## src/rtl/cla_pkg.sv

```systemverilog
// cla_pkg: shared state encoding and nibble-count helpers for the serial CLA sequencer
package cla_pkg;
  typedef enum logic [1:0] {IDLE, RUN, DONE} state_t;
  localparam int NIBBLE = 4;
  function automatic int nib_count(input int width);
    return width / NIBBLE;
  endfunction
  function automatic int idx_width(input int width);
    return (width / NIBBLE > 1) ? $clog2(width / NIBBLE) : 1;
  endfunction
endpackage

```

## src/rtl/cla_serial_sequencer_if.sv

```systemverilog
// cla_serial_sequencer_if: operand/result valid-ready bus between requester and sequencer
interface cla_serial_sequencer_if #(
  parameter int WIDTH = 16
);
  logic             in_valid;
  logic             in_ready;
  logic [WIDTH-1:0] a;
  logic [WIDTH-1:0] b;
  logic             cin;
  logic             sub;
  logic             out_valid;
  logic             out_ready;
  logic [WIDTH-1:0] sum;
  logic             cout;
  logic             ovf;
  logic             busy;
  modport master (
    output in_valid, a, b, cin, sub, out_ready,
    input  in_ready, out_valid, sum, cout, ovf, busy
  );
  modport slave (
    input  in_valid, a, b, cin, sub, out_ready,
    output in_ready, out_valid, sum, cout, ovf, busy
  );
endinterface

```

## src/rtl/cla4_slice.sv

```systemverilog
// cla4_slice: combinational 4-bit carry-lookahead adder slice
module cla4_slice (
  input  logic [3:0] a_i,
  input  logic [3:0] b_i,
  input  logic       c0_i,
  output logic [3:0] s_o,
  output logic       c1_o,
  output logic       c2_o,
  output logic       c3_o,
  output logic       c4_o
);
  logic [3:0] p, g;
  assign p = a_i ^ b_i;
  assign g = a_i & b_i;
  assign c1_o = g[0] | (p[0] & c0_i);
  assign c2_o = g[1] | (p[1] & g[0]) | (p[1] & p[0] & c0_i);
  assign c3_o = g[2] | (p[2] & g[1]) | (p[2] & p[1] & g[0]) | (p[2] & p[1] & p[0] & c0_i);
  assign c4_o = g[3] | (p[3] & g[2]) | (p[3] & p[2] & g[1]) | (p[3] & p[2] & p[1] & g[0])
              | (p[3] & p[2] & p[1] & p[0] & c0_i);
  assign s_o = p ^ {c3_o, c2_o, c1_o, c0_i};
endmodule

```

## src/rtl/cla_serial_sequencer.sv

```systemverilog
// cla_serial_sequencer: WIDTH-bit add/subtract done a nibble per cycle on one shared CLA slice
module cla_serial_sequencer
  import cla_pkg::*;
#(
  parameter int WIDTH = 16
) (
  input logic                   clk,
  input logic                   rst,
  cla_serial_sequencer_if.slave bus
);
  localparam int N  = nib_count(WIDTH);
  localparam int IW = idx_width(WIDTH);
  state_t           state_q, state_d;
  logic [IW-1:0]    idx_q, idx_d;
  logic             carry_q, carry_d, cout_q, cout_d, ovf_q, ovf_d;
  logic [WIDTH-1:0] a_q, a_d, b_q, b_d, sum_q, sum_d;
  logic [3:0]       s;
  logic             c1, c2, c3, c4, accept, last, mid_carry_unused;
  cla4_slice u_slice (
    .a_i (a_q[NIBBLE*idx_q +: NIBBLE]),
    .b_i (b_q[NIBBLE*idx_q +: NIBBLE]),
    .c0_i(carry_q),
    .s_o (s),
    .c1_o(c1),
    .c2_o(c2),
    .c3_o(c3),
    .c4_o(c4)
  );
  assign mid_carry_unused = c1 ^ c2;
  assign bus.in_ready  = (state_q == IDLE) || (state_q == DONE && bus.out_ready);
  assign bus.out_valid = state_q == DONE;
  assign bus.busy      = state_q == RUN;
  assign bus.sum       = sum_q;
  assign bus.cout      = cout_q;
  assign bus.ovf       = ovf_q;
  assign accept        = bus.in_valid && bus.in_ready;
  assign last          = idx_q == IW'(N - 1);
  // Subtract is A + ~B + 1, so the carry-in is forced high and cin is ignored.
  always_comb begin
    state_d = state_q;
    idx_d   = idx_q;
    carry_d = carry_q;
    a_d     = a_q;
    b_d     = b_q;
    sum_d   = sum_q;
    cout_d  = cout_q;
    ovf_d   = ovf_q;
    if (accept) begin
      state_d = RUN;
      idx_d   = '0;
      a_d     = bus.a;
      b_d     = bus.sub ? ~bus.b : bus.b;
      carry_d = bus.sub | bus.cin;
    end else if (state_q == RUN) begin
      sum_d[NIBBLE*idx_q +: NIBBLE] = s;
      carry_d = c4;
      idx_d   = last ? '0 : idx_q + 1'b1;
      state_d = last ? DONE : RUN;
      cout_d  = last ? c4 : cout_q;
      ovf_d   = last ? c3 ^ c4 : ovf_q;
    end else if (state_q == DONE && bus.out_ready) begin
      state_d = IDLE;
    end
  end
  always_ff @(posedge clk) begin
    if (rst) begin
      state_q <= IDLE;
      idx_q   <= '0;
      carry_q <= 1'b0;
      a_q     <= '0;
      b_q     <= '0;
      sum_q   <= '0;
      cout_q  <= 1'b0;
      ovf_q   <= 1'b0;
    end else begin
      state_q <= state_d;
      idx_q   <= idx_d;
      carry_q <= carry_d;
      a_q     <= a_d;
      b_q     <= b_d;
      sum_q   <= sum_d;
      cout_q  <= cout_d;
      ovf_q   <= ovf_d;
    end
  end
endmodule

```

## src/flat_wrapper.sv

```systemverilog
// flat-port wrapper written by rule: the top's interface ports become plain ports
module cla_serial_sequencer_flat import cla_pkg::*;
#(
  parameter int WIDTH = 16
)
  (clk, rst, bus_in_valid, bus_a, bus_b, bus_cin, bus_sub, bus_out_ready, bus_in_ready, bus_out_valid, bus_sum, bus_cout, bus_ovf, bus_busy);
  cla_serial_sequencer_if #(.WIDTH(WIDTH)) bus_i ();
  input logic clk;
  input logic rst;
  input wire logic [$bits(bus_i.in_valid)-1:0] bus_in_valid;
  input wire logic [$bits(bus_i.a)-1:0] bus_a;
  input wire logic [$bits(bus_i.b)-1:0] bus_b;
  input wire logic [$bits(bus_i.cin)-1:0] bus_cin;
  input wire logic [$bits(bus_i.sub)-1:0] bus_sub;
  input wire logic [$bits(bus_i.out_ready)-1:0] bus_out_ready;
  output wire logic [$bits(bus_i.in_ready)-1:0] bus_in_ready;
  output wire logic [$bits(bus_i.out_valid)-1:0] bus_out_valid;
  output wire logic [$bits(bus_i.sum)-1:0] bus_sum;
  output wire logic [$bits(bus_i.cout)-1:0] bus_cout;
  output wire logic [$bits(bus_i.ovf)-1:0] bus_ovf;
  output wire logic [$bits(bus_i.busy)-1:0] bus_busy;
  assign bus_i.in_valid = bus_in_valid;
  assign bus_i.a = bus_a;
  assign bus_i.b = bus_b;
  assign bus_i.cin = bus_cin;
  assign bus_i.sub = bus_sub;
  assign bus_i.out_ready = bus_out_ready;
  assign bus_in_ready = bus_i.in_ready;
  assign bus_out_valid = bus_i.out_valid;
  assign bus_sum = bus_i.sum;
  assign bus_cout = bus_i.cout;
  assign bus_ovf = bus_i.ovf;
  assign bus_busy = bus_i.busy;
  cla_serial_sequencer #(.WIDTH(WIDTH)) u_core (.clk(clk), .rst(rst), .bus(bus_i));
endmodule
```

## config.mk

```make
export PLATFORM = sky130hd
export DESIGN_NAME = cla_serial_sequencer_flat
export DESIGN_NICKNAME = d
export VERILOG_FILES = /design/src/rtl/cla_pkg.sv /design/src/rtl/cla_serial_sequencer_if.sv /design/src/rtl/cla4_slice.sv /design/src/rtl/cla_serial_sequencer.sv /design/src/flat_wrapper.sv
export SDC_FILE = /design/constraint.sdc
export NUM_CORES = 1
export LEC_CHECK = 0
export CAP_MARGIN = 20
export CORE_ASPECT_RATIO = 1.1
export CORE_UTILIZATION = 40
export CTS_BUF_LIST = sky130_fd_sc_hd__clkbuf_16
export CTS_CLUSTER_DIAMETER = 50
export DETAILED_ROUTE_END_ITERATION = 7
export PLACE_DENSITY = 0.66
export SLEW_MARGIN = 20
export SYNTH_ARGS = -nofsm -noshare
export SYNTH_HDL_FRONTEND = slang
export SYNTH_SLANG_ARGS = --single-unit
```

## constraint.sdc

```tcl
create_clock -name clk -period 2.72 [get_ports clk]
set_clock_uncertainty 0.1 [all_clocks]
set_input_delay 0.816 -clock clk [delete_from_list [all_inputs] [get_ports clk]]
set_output_delay 0.816 -clock clk [all_outputs]
set_load 0.05 [all_outputs]
```

==> summary.md, run 1 <==
| Metric | Value |
|---|---|
| Portion of the post-synthesis area used by sequential elements | `39.7%` |
| Hold path start | `u_core.a_q[5]` |
| Wire length of the first global-routing pass | `9430 µm` |
| Setup tns final | `0 ns` |
| Number of setup violations in the final report | `0` |
| Required arrival time at the worst endpoint | `1.80 ns` |
| Launch instance of the worst register-to-register path | `u_core.idx_q[0]` |
| Synthesis-stage register bit count | `55` |
| Initial antenna violation count | `0` |
| Clock Pin Slew Worst Setup and Hold Paths | `0.07 ns` |
| DIE AREA | `7260 µm²` |
| Mapped Area | `2770 µm²` |
| Leading cell type in the layout, fill and taps excluded | `sky130_fd_sc_hd__dfxtp_1` |
| Net count after synthesis | `328` |
| Final weighted congestion in routability-driven placement | `0.804` |
| DRC marker count from the first detailed-route iteration | `104` |
| Placed wire-length estimate | `4210 µm` |
| Detailed Route WL | `5740 µm` |
| Number of buffers on the longest clock path | `2` |
| Final antenna-violating net count | `0` |
| Antenna diodes | `0` |
| Final net count | `384` |
| CP Max Fanout | `2` |
| Std cell rows | `31` |
| Top cells by area, synth | `sky130_fd_sc_hd__dfxtp_1, sky130_fd_sc_hd__a211oi_2, sky130_fd_sc_hd__mux4_2, sky130_fd_sc_hd__xnor2_1, sky130_fd_sc_hd__nand2_1` |
| Arrival time at the worst endpoint | `1.72 ns` |
| Type of the most critical hold path | `reg2reg` |
| Final period demand of the worst path | `2.64 ns` |
| Hold path cells | `2` |
| Clock latency on the worst-skew pair | `0.28 ns` |
| R2R cell count | `7` |
| CTS Sinks | `55` |
| Type of the worst setup path | `in2out` |
| Largest voltage drop on the vdd net | `0.380 mV` |
| Syn_area_per_cell | `9.93 µm²` |
| Unrepaired setup endpoints after global routing | `false` |
| Count of placed standard cells including taps | `410` |
| TritonCTS Buffers | `5` |
| Proportion of register bits with asynchronous set or reset after synthesis | `0%` |
| Total power per unit cell area | `524 nW/µm²` |
| Post-synth cell types | `47` |
| Largest net degree at the start of global routing | `31` |
| Period utilisation layout | `96.9%` |
| Number of global-route vias before repair | `2007` |
| Maximum frequency from static timing analysis | `379 MHz` |
| Outcome | `finished clean` |
| Root buffer cell | `sky130_fd_sc_hd__clkbuf_16` |
| Remaining global-route overflow | `0` |
| Hold worst-path end | `u_core.a_q[5]` |
| Overall fraction of global-route tracks in use | `16.9%` |
| Pre-antenna DRT Iters | `4` |
| CTS tree | `built` |
| Actual transition at the worst max-transition pin | `0.502 ns` |
| Worst Hold Slack | `0.352 ns` |
| Chip Height | `89.3 µm` |
| Layout Cell Area excl Fill | `3570 µm²` |
| Syn Inst Count | `279` |
| Top FF cell, synth | `sky130_fd_sc_hd__dfxtp_1` |
| Yosys warning total | `0` |
| Share of post-route cells with drive strength above 1 | `17.9%` |
| Number of flops mapped to enable cells by yosys | `0` |
| Area after DPL | `3430 µm²` |
| Post-detailed-route wirelength per cell | `13.7 µm` |
| Nature of the critical path endpoint | `primary output` |
| Via total after detailed routing | `2157` |
| # fillers | `617` |
| Launching element type of the critical path | `input port` |
| Max H-tree Level | `2` |
| LEAKAGE | `1.30 nW` |
| Total core area | `6630 µm²` |
| Register-to-register setup slack | `0.22 ns` |
| Post-route DRC violation count | `0` |
| Number of buffers added for setup after CTS | `0` |
| Number of maximum-capacitance violations | `0` |
| Synth-to-Final Area Change | `29.0%` |
| Number of primary I/O pins | `59` |
| Pins over their slew limit | `0` |
| Top library cells by usage in the layout, fill and taps aside | `sky130_fd_sc_hd__dfxtp_1, sky130_fd_sc_hd__clkdlybuf4s50_1, sky130_fd_sc_hd__nor2_1, sky130_fd_sc_hd__nand2_1, sky130_fd_sc_hd__a21oi_1` |
| Worst max-slew margin expressed relative to the limit | `66.4%` |
| Total power | `1.87 mW` |
| Post-Layout Cell Count | `418` |
| Per-cell via count in the routed design | `5.16` |
| Starting Density | `41.8%` |
| Count of buffers inserted at the top-level ports | `58` |
| Dominant cell type by area after synthesis | `sky130_fd_sc_hd__dfxtp_1` |
| Final hold violations | `0` |
| Horizontal die dimension | `81.3 µm` |
| Fraction of synthesized cell area taken by the top area cell type | `39.7%` |
| R2R Path End | `u_core.bus.sum[10]` |
## Yosys cell counts, drive strengths merged, types with 2 or more instances
cell type,n
and4,2
xnor2,16
mux4,8
nor2,36
nand2b,3
a22oi,8
a211o,3
a32oi,4
nor3,4
o21ai,4
ha,10
inv,7
a211oi,17
nand3b,5
clkbuf,4
o211ai,2
nand2,36
dfxtp,55
a21oi,24
buf,13
## kinds of logic (layout without fill, tap and decap cells)
group / count (synthesis) / after routing / synth area share, %
AND/OR/NAND/NOR: 93 / 93 / 16.8
AO/OA/AOI/OAI: 70 / 70 / 20.8
flip-flops: 55 / 55 / 39.7
buffers and inverters: 25 / 82 / 5.60
XOR/XNOR: 17 / 17 / 5.37
adder cells (fa/ha/maj): 11 / 11 / 5.24
multiplexers: 8 / 8 / 6.50
## per-stage QoR
stage          util (%)  worst slack (ns)
2_1_floorplan         -             0.141
3_3_place_gp       51.7            0.0158
3_5_place_dp       51.7          -0.00954
4_1_cts            53.9            0.0796
5_1_grt            53.9            0.0383
6_report           53.9            0.0846
## worst max-delay path, stage by stage
cell                              delay (ns)
sky130_fd_sc_hd__clkdlybuf4s50_1        0.48
sky130_fd_sc_hd__inv_1                  0.06
sky130_fd_sc_hd__a21oi_2                0.20
sky130_fd_sc_hd__buf_12                 0.16
## final cells by class
class                      instances  area, µm²  area share [%]
sequential                        55       1100            30.8
timing repair buffer              67        686            19.2
tap                               82        103            2.87
clock inverter                     3       15.0           0.420
clock buffer                       5        125            3.50
inverter                           7       26.3           0.735
multi-input combinational        199       1520            42.5
## sequential cells by signal, summed over array words and instances, names as in the netlist
signal and flops:
u_core.carry_q 1, u_core.idx_q 2, u_core.b_q 16, u_core.bus.sum 16, u_core.state_q 2, u_core.a_q 16
u_core.bus.ovf 1, u_core.bus.cout 1
## power breakdown
group / total [mW] / internal (mW) / switching, mW / leakage [nW]
registers: 0.876 / 0.849 / 0.0267 / 0.450
clock network: 0.610 / 0.335 / 0.274 / 0.0649
logic: 0.385 / 0.186 / 0.200 / 0.784
## routing by layer
| layer | up-vias | track usage, % | routed length (µm) |
|---|---|---|---|
| met5 | - | 0 | 0 |
| met1 | 985 | 21.5 | 2670 |
| met3 | 6 | 3.16 | 264 |
| met2 | 64 | 29.1 | 2750 |
| met4 | 0 | 4.55 | 55 |
| li1 | 1102 | - | - |
## worst max path at each step
stage / from / to
finish: bus_out_ready / bus_in_ready
global route: bus_out_ready / bus_in_ready
CTS: bus_out_ready / bus_in_ready
detailed placement: bus_out_ready / bus_in_ready
global placement: bus_out_ready / bus_in_ready
floorplan: bus_out_ready / bus_in_ready
## timing repair
action,4_1_cts,5_1_grt
resized for setup,1,0
hold buffers,0,0
setup endpoints to repair,1,0
Power figures use the tool's default switching activity.
==> inputs of run 2 (changes only) <==
PLACE_DENSITY = 0.63   (was 0.66)
TNS_END_PERCENT = 30   (was unset)
clock period = 3.1 ns   (was 2.72 ns; I/O delays follow)
==> run 2 against run 1 <==
Against the previous run:
- cell count down 0.24%
- sequential cell count is the same
- worst setup slack gained 0.061 ns
- clock power fell by 13%
- sequential power fell by 13%
- sequential share of layout area increased by 0.18 points
- via count is 2.1% higher
==> summary.md, run 2 (synthesis results as in run 1) <==
| Metric | Value |
|---|---|
| Outcome | `finished clean` |
| Final cell utilization of the core | `53.6%` |
| Worst max-slew margin expressed relative to the limit | `59.3%` |
| Met3 Use GR | `3.47%` |
| Arrival time at the worst endpoint | `1.92 ns` |
| Unrepaired setup endpoints after global routing | `false` |
| Setup tns final | `0 ns` |
| Leading cell type in the layout, fill and taps excluded | `sky130_fd_sc_hd__clkdlybuf4s50_1` |
| Antenna diodes | `0` |
| Final period demand of the worst path | `2.95 ns` |
| Critical-path cell list | `and2b_2 -> clkdlybuf4s50_1` |
| Critical path launch point | `u_core.state_q[1]` |
| Wire length of the first global-routing pass | `9510 µm` |
| Synth-to-Final Area Change | `28.2%` |
| Nature of the critical path endpoint | `primary output` |
| Top library cells by usage in the layout, fill and taps aside | `sky130_fd_sc_hd__clkdlybuf4s50_1, sky130_fd_sc_hd__dfxtp_1, sky130_fd_sc_hd__nor2_1, sky130_fd_sc_hd__nand2_1, sky130_fd_sc_hd__a21oi_1` |
| Max H-tree Level | `2` |
| Pre-antenna DRT Iters | `5` |
| Clock latency on the worst-skew pair | `0.29 ns` |
| Period utilisation layout | `95.3%` |
| Required arrival time at the worst endpoint | `2.07 ns` |
| Crit-path slowest cell | `sky130_fd_sc_hd__clkdlybuf4s50_1` |
| Total core area | `6630 µm²` |
| Placed wire-length estimate | `4110 µm` |
| Final hold violations | `0` |
| Number of buffers on the longest clock path | `2` |
| # fillers | `607` |
| Per-cell via count in the routed design | `5.28` |
| Final net count | `383` |
| Delay of the slowest cell on the worst path | `0.85 ns` |
| Busiest layer in global routing | `met2` |
| Via total after detailed routing | `2202` |
| Post-route DRC violation count | `0` |
| Clock Pin Slew Worst Setup and Hold Paths | `0.07 ns` |
| Type of the worst setup path | `reg2out` |
| Maximum frequency from static timing analysis | `339 MHz` |
| Area taken by multi-input logic gates | `1510 µm²` |
| Horizontal die dimension | `81.3 µm` |
| CTS Sinks | `55` |
| DIE AREA | `7260 µm²` |
| Initial antenna violation count | `0` |
| Number of setup violations in the final report | `0` |
| GR Layer Usage met1 | `20.7%` |
| TritonCTS Buffers | `5` |
| Number of primary I/O pins | `59` |
| Root buffer cell | `sky130_fd_sc_hd__clkbuf_16` |
| Std cell rows | `31` |
| CP Max Fanout | `13` |
| Largest voltage drop on the vdd net | `0.302 mV` |
| Number of buffers added for setup after CTS | `0` |
| Hold-fix buffer count after cts | `0` |
| Share of post-route cells with drive strength above 1 | `16.7%` |
| Actual transition at the worst max-transition pin | `0.610 ns` |
| Hold path start | `u_core.a_q[12]` |
| Number of maximum-capacitance violations | `0` |
| Overall fraction of global-route tracks in use | `17.1%` |
| Post-detailed-route wirelength per cell | `13.6 µm` |
| Post_cts resized | `0` |
| Remaining global-route overflow | `0` |
| Chip Height | `89.3 µm` |
| Total power per unit cell area | `461 nW/µm²` |
| LEAKAGE | `1.30 nW` |
| CTS tree | `built` |
| Type of the most critical hold path | `reg2reg` |
| Final weighted congestion in routability-driven placement | `0.770` |
| Launch instance of the worst register-to-register path | `u_core.idx_q[0]` |
| Starting Density | `41.8%` |
| Pins over their slew limit | `0` |
| M2 GR Usage | `30.0%` |
| Final antenna-violating net count | `0` |
| Number of global-route vias before repair | `2048` |
| DRC marker count from the first detailed-route iteration | `79` |
| Count of buffers inserted at the top-level ports | `58` |
| Largest net degree at the start of global routing | `52` |
| Detailed Route WL | `5680 µm` |
| Sequential cell area | `1100 µm²` |
| Launching element type of the critical path | `register` |
==> run 2: changes by cell type in the layout (fill, tap and decap cells not counted), sizes merged <==
cell,before,now
clkinvlp,1,0
clkinv,2,1
inv,7,9
buf,13,10
clkdlybuf4s50,54,56
==> run 2: final timing paths <==
| kind | to | slack, ns | depth (start not counted) |
|---|---|---|---|
| max reg2reg | u_core.bus.sum[6] | 0.55 | 7 |
| max | bus_busy | 0.15 | 2 |
| min | u_core.a_q[12] | 0.35 | 2 |
| min reg2reg | u_core.a_q[12] | 0.35 | 2 |
==> run 2: layer usage <==
layer  wire length [µm]  up-vias
li1                   -     1101
met1               2500     1044
met2               2890       53
met3                223        4
met4                 60        0
met5                  0        -
==> run 2: cell type report <==
class,count,share of cell area [%]
clock buffer,5,3.52
sequential,55,31.0
inverter,7,0.740
timing repair buffer,66,18.9
clock inverter,3,0.352
tap,82,2.89
multi-input combinational,199,42.6
==> run 2: power by group <==
part           switching, mW  internal (mW)
logic                  0.179          0.160
registers             0.0207          0.745
clock network          0.240          0.293
total                  0.440           1.20
==> run 2: metrics by stage <==
step                total power, mW  hold slack [ns]  instance area (µm²)  std cells  setup WS, ns
floorplan                      1.01            0.333                 2770        279         0.293
global placement               1.12            0.340                 3410        409         0.166
detailed placement             1.12            0.343                 3410        409         0.140
CTS                            1.66            0.353                 3550        417         0.132
global route                   1.71            0.378                 3550        417        0.0550
finish                         1.64            0.350                 3550        417         0.146
==> run 2: worst max-delay path: cells and delay by family (launching register included) <==
kind	cells	cell delay [ns]
buffers and inverters	1	0.85
DFF	1	0.38
and+or+nand+nor	1	0.40
==> inputs of run 3 (changes only) <==
CORE_ASPECT_RATIO = unset   (was 1.1)
==> run 3 against run 2 <==
Against the previous run:
- critical path depth did not move
- worst hold slack improved by 0.0037 ns
- wire length rose by 0.33%
- clock-buffer cell count did not move
- critical path type unchanged
==> summary.md, run 3 (synthesis results as in run 1) <==
| Metric | Value |
|---|---|
| CTS Sinks | `55` |
| Hold-fix buffer count after cts | `0` |
| Placed wire-length estimate | `4140 µm` |
| Clock Pin Slew Worst Setup and Hold Paths | `0.07 ns` |
| Number of buffers added for setup after CTS | `0` |
| Post-Layout Cell Count | `412` |
| Initial antenna violation count | `0` |
| Proportion of power drawn by flip-flops and latches | `44.6%` |
| Pre-antenna DRT Iters | `5` |
| Setup tns final | `0 ns` |
| Area after DPL | `3410 µm²` |
| Post-detailed-route wirelength per cell | `13.8 µm` |
| Overall fraction of global-route tracks in use | `16.8%` |
| TritonCTS Buffers | `5` |
| Top library cells by usage in the layout, fill and taps aside | `sky130_fd_sc_hd__clkdlybuf4s50_1, sky130_fd_sc_hd__dfxtp_1, sky130_fd_sc_hd__nor2_1, sky130_fd_sc_hd__nand2_1, sky130_fd_sc_hd__a21oi_1` |
| Cell-internal power | `1.28 mW` |
| Total power per unit cell area | `482 nW/µm²` |
| Remaining global-route overflow | `0` |
| Wire length of the first global-routing pass | `9580 µm` |
| Maximum frequency from static timing analysis | `335 MHz` |
| Detailed Route WL | `5700 µm` |
| Clock power share | `36.0%` |
| Share of post-route cells with drive strength above 1 | `16.7%` |
| Nature of the critical path endpoint | `primary output` |
| Layout Cell Area excl Fill | `3570 µm²` |
| Number of maximum-capacitance violations | `0` |
| Final cell utilization of the core | `54.7%` |
| Post-route DRC violation count | `0` |
| Via total after detailed routing | `2179` |
| DIE AREA | `7260 µm²` |
| Required arrival time at the worst endpoint | `2.07 ns` |
| Synth-to-Final Area Change | `29.0%` |
| Final hold violations | `0` |
| Antenna diodes | `0` |
| Setup WS pre-CTS | `0.147 ns` |
| Leading cell type in the layout, fill and taps excluded | `sky130_fd_sc_hd__clkdlybuf4s50_1` |
| Total power | `1.72 mW` |
| Count of placed standard cells including taps | `404` |
| Per-cell via count in the routed design | `5.29` |
| Type of the worst setup path | `reg2out` |
| Number of global-route vias before repair | `2006` |
| Actual transition at the worst max-transition pin | `0.528 ns` |
| Outcome | `finished clean` |
| Root buffer cell | `sky130_fd_sc_hd__clkbuf_16` |
| Unrepaired setup endpoints after global routing | `false` |
| Final weighted congestion in routability-driven placement | `0.741` |
| Switch share | `25.6%` |
| Starting Density | `42.4%` |
| Post_cts resized | `0` |
| Clock latency on the worst-skew pair | `0.29 ns` |
| Pins over their slew limit | `0` |
| Share of total power in combinational logic | `19.4%` |
| CP Max Fanout | `13` |
| Horizontal die dimension | `85.2 µm` |
| Final antenna-violating net count | `0` |
| Largest voltage drop on the vdd net | `0.226 mV` |
| Number of setup violations in the final report | `0` |
| Arrival time at the worst endpoint | `1.95 ns` |
| Worst Hold Slack | `0.354 ns` |
| Launching element type of the critical path | `register` |
| DRC marker count from the first detailed-route iteration | `94` |
| Final period demand of the worst path | `2.98 ns` |
| Final net count | `383` |
| Worst max-slew margin expressed relative to the limit | `64.8%` |
| Chip Height | `85.2 µm` |
| Std cell rows | `29` |
| Final critical-path setup slack | `0.119 ns` |
| Type of the most critical hold path | `reg2reg` |
| Total core area | `6530 µm²` |
| LEAKAGE | `1.31 nW` |
| CTS tree | `built` |
| Number of primary I/O pins | `59` |
| Max H-tree Level | `2` |
| Period utilisation layout | `96.2%` |
| Largest net degree at the start of global routing | `52` |
| Count of buffers inserted at the top-level ports | `58` |
| Power spent charging and discharging nets | `0.441 mW` |
| Number of buffers on the longest clock path | `2` |
[run 3: worst paths after layout]
| kind | endpoint | cells past startpoint | startpoint | slack, ns |
|---|---|---|---|---|
| worst max-delay path | bus_busy | 2 | u_core.state_q[0] | 0.12 |
| worst min-delay path | u_core.a_q[3] | 2 | u_core.a_q[3] | 0.35 |
| worst max register to register | u_core.bus.sum[7] | 7 | u_core.idx_q[0] | 0.58 |
| worst min register to register | u_core.a_q[3] | 2 | u_core.a_q[3] | 0.35 |
[run 3: layout make-up]
class,count,area (µm²)
Multi-Input combinational cell,199,1510
Timing Repair Buffer,66,671
Clock buffer,5,125
Fill cell,620,2960
Clock inverter,3,38.8
Inverter,7,26.3
Sequential cell,55,1100
Tap cell,77,96.3
[run 3: critical path, cell delays in order, from the launching register on]
cell,delay (ns)
sky130_fd_sc_hd__dfxtp_1,0.48
sky130_fd_sc_hd__and2b_2,0.34
sky130_fd_sc_hd__clkdlybuf4s50_1,0.84
[run 3: per-layer routing]
layer  vias to the layer above  part of all wire (%)  track usage, %
met4                         0                  0.51            4.62
met5                         -                     0               0
li1                       1097                     -               -
met2                        44                    47            27.0
met3                         2                   4.2            3.21
met1                      1036                    48            23.1
[run 3: power groups by stage]
stage          registers, mW  clock network, mW  logic [mW]
5_1_grt                0.773              0.663       0.366
3_5_place_dp           0.785                  0       0.336
3_3_place_gp           0.784                  0       0.332
6_report               0.769              0.619       0.334
4_1_cts                0.769              0.634       0.338
2_1_floorplan          0.792                  0       0.222
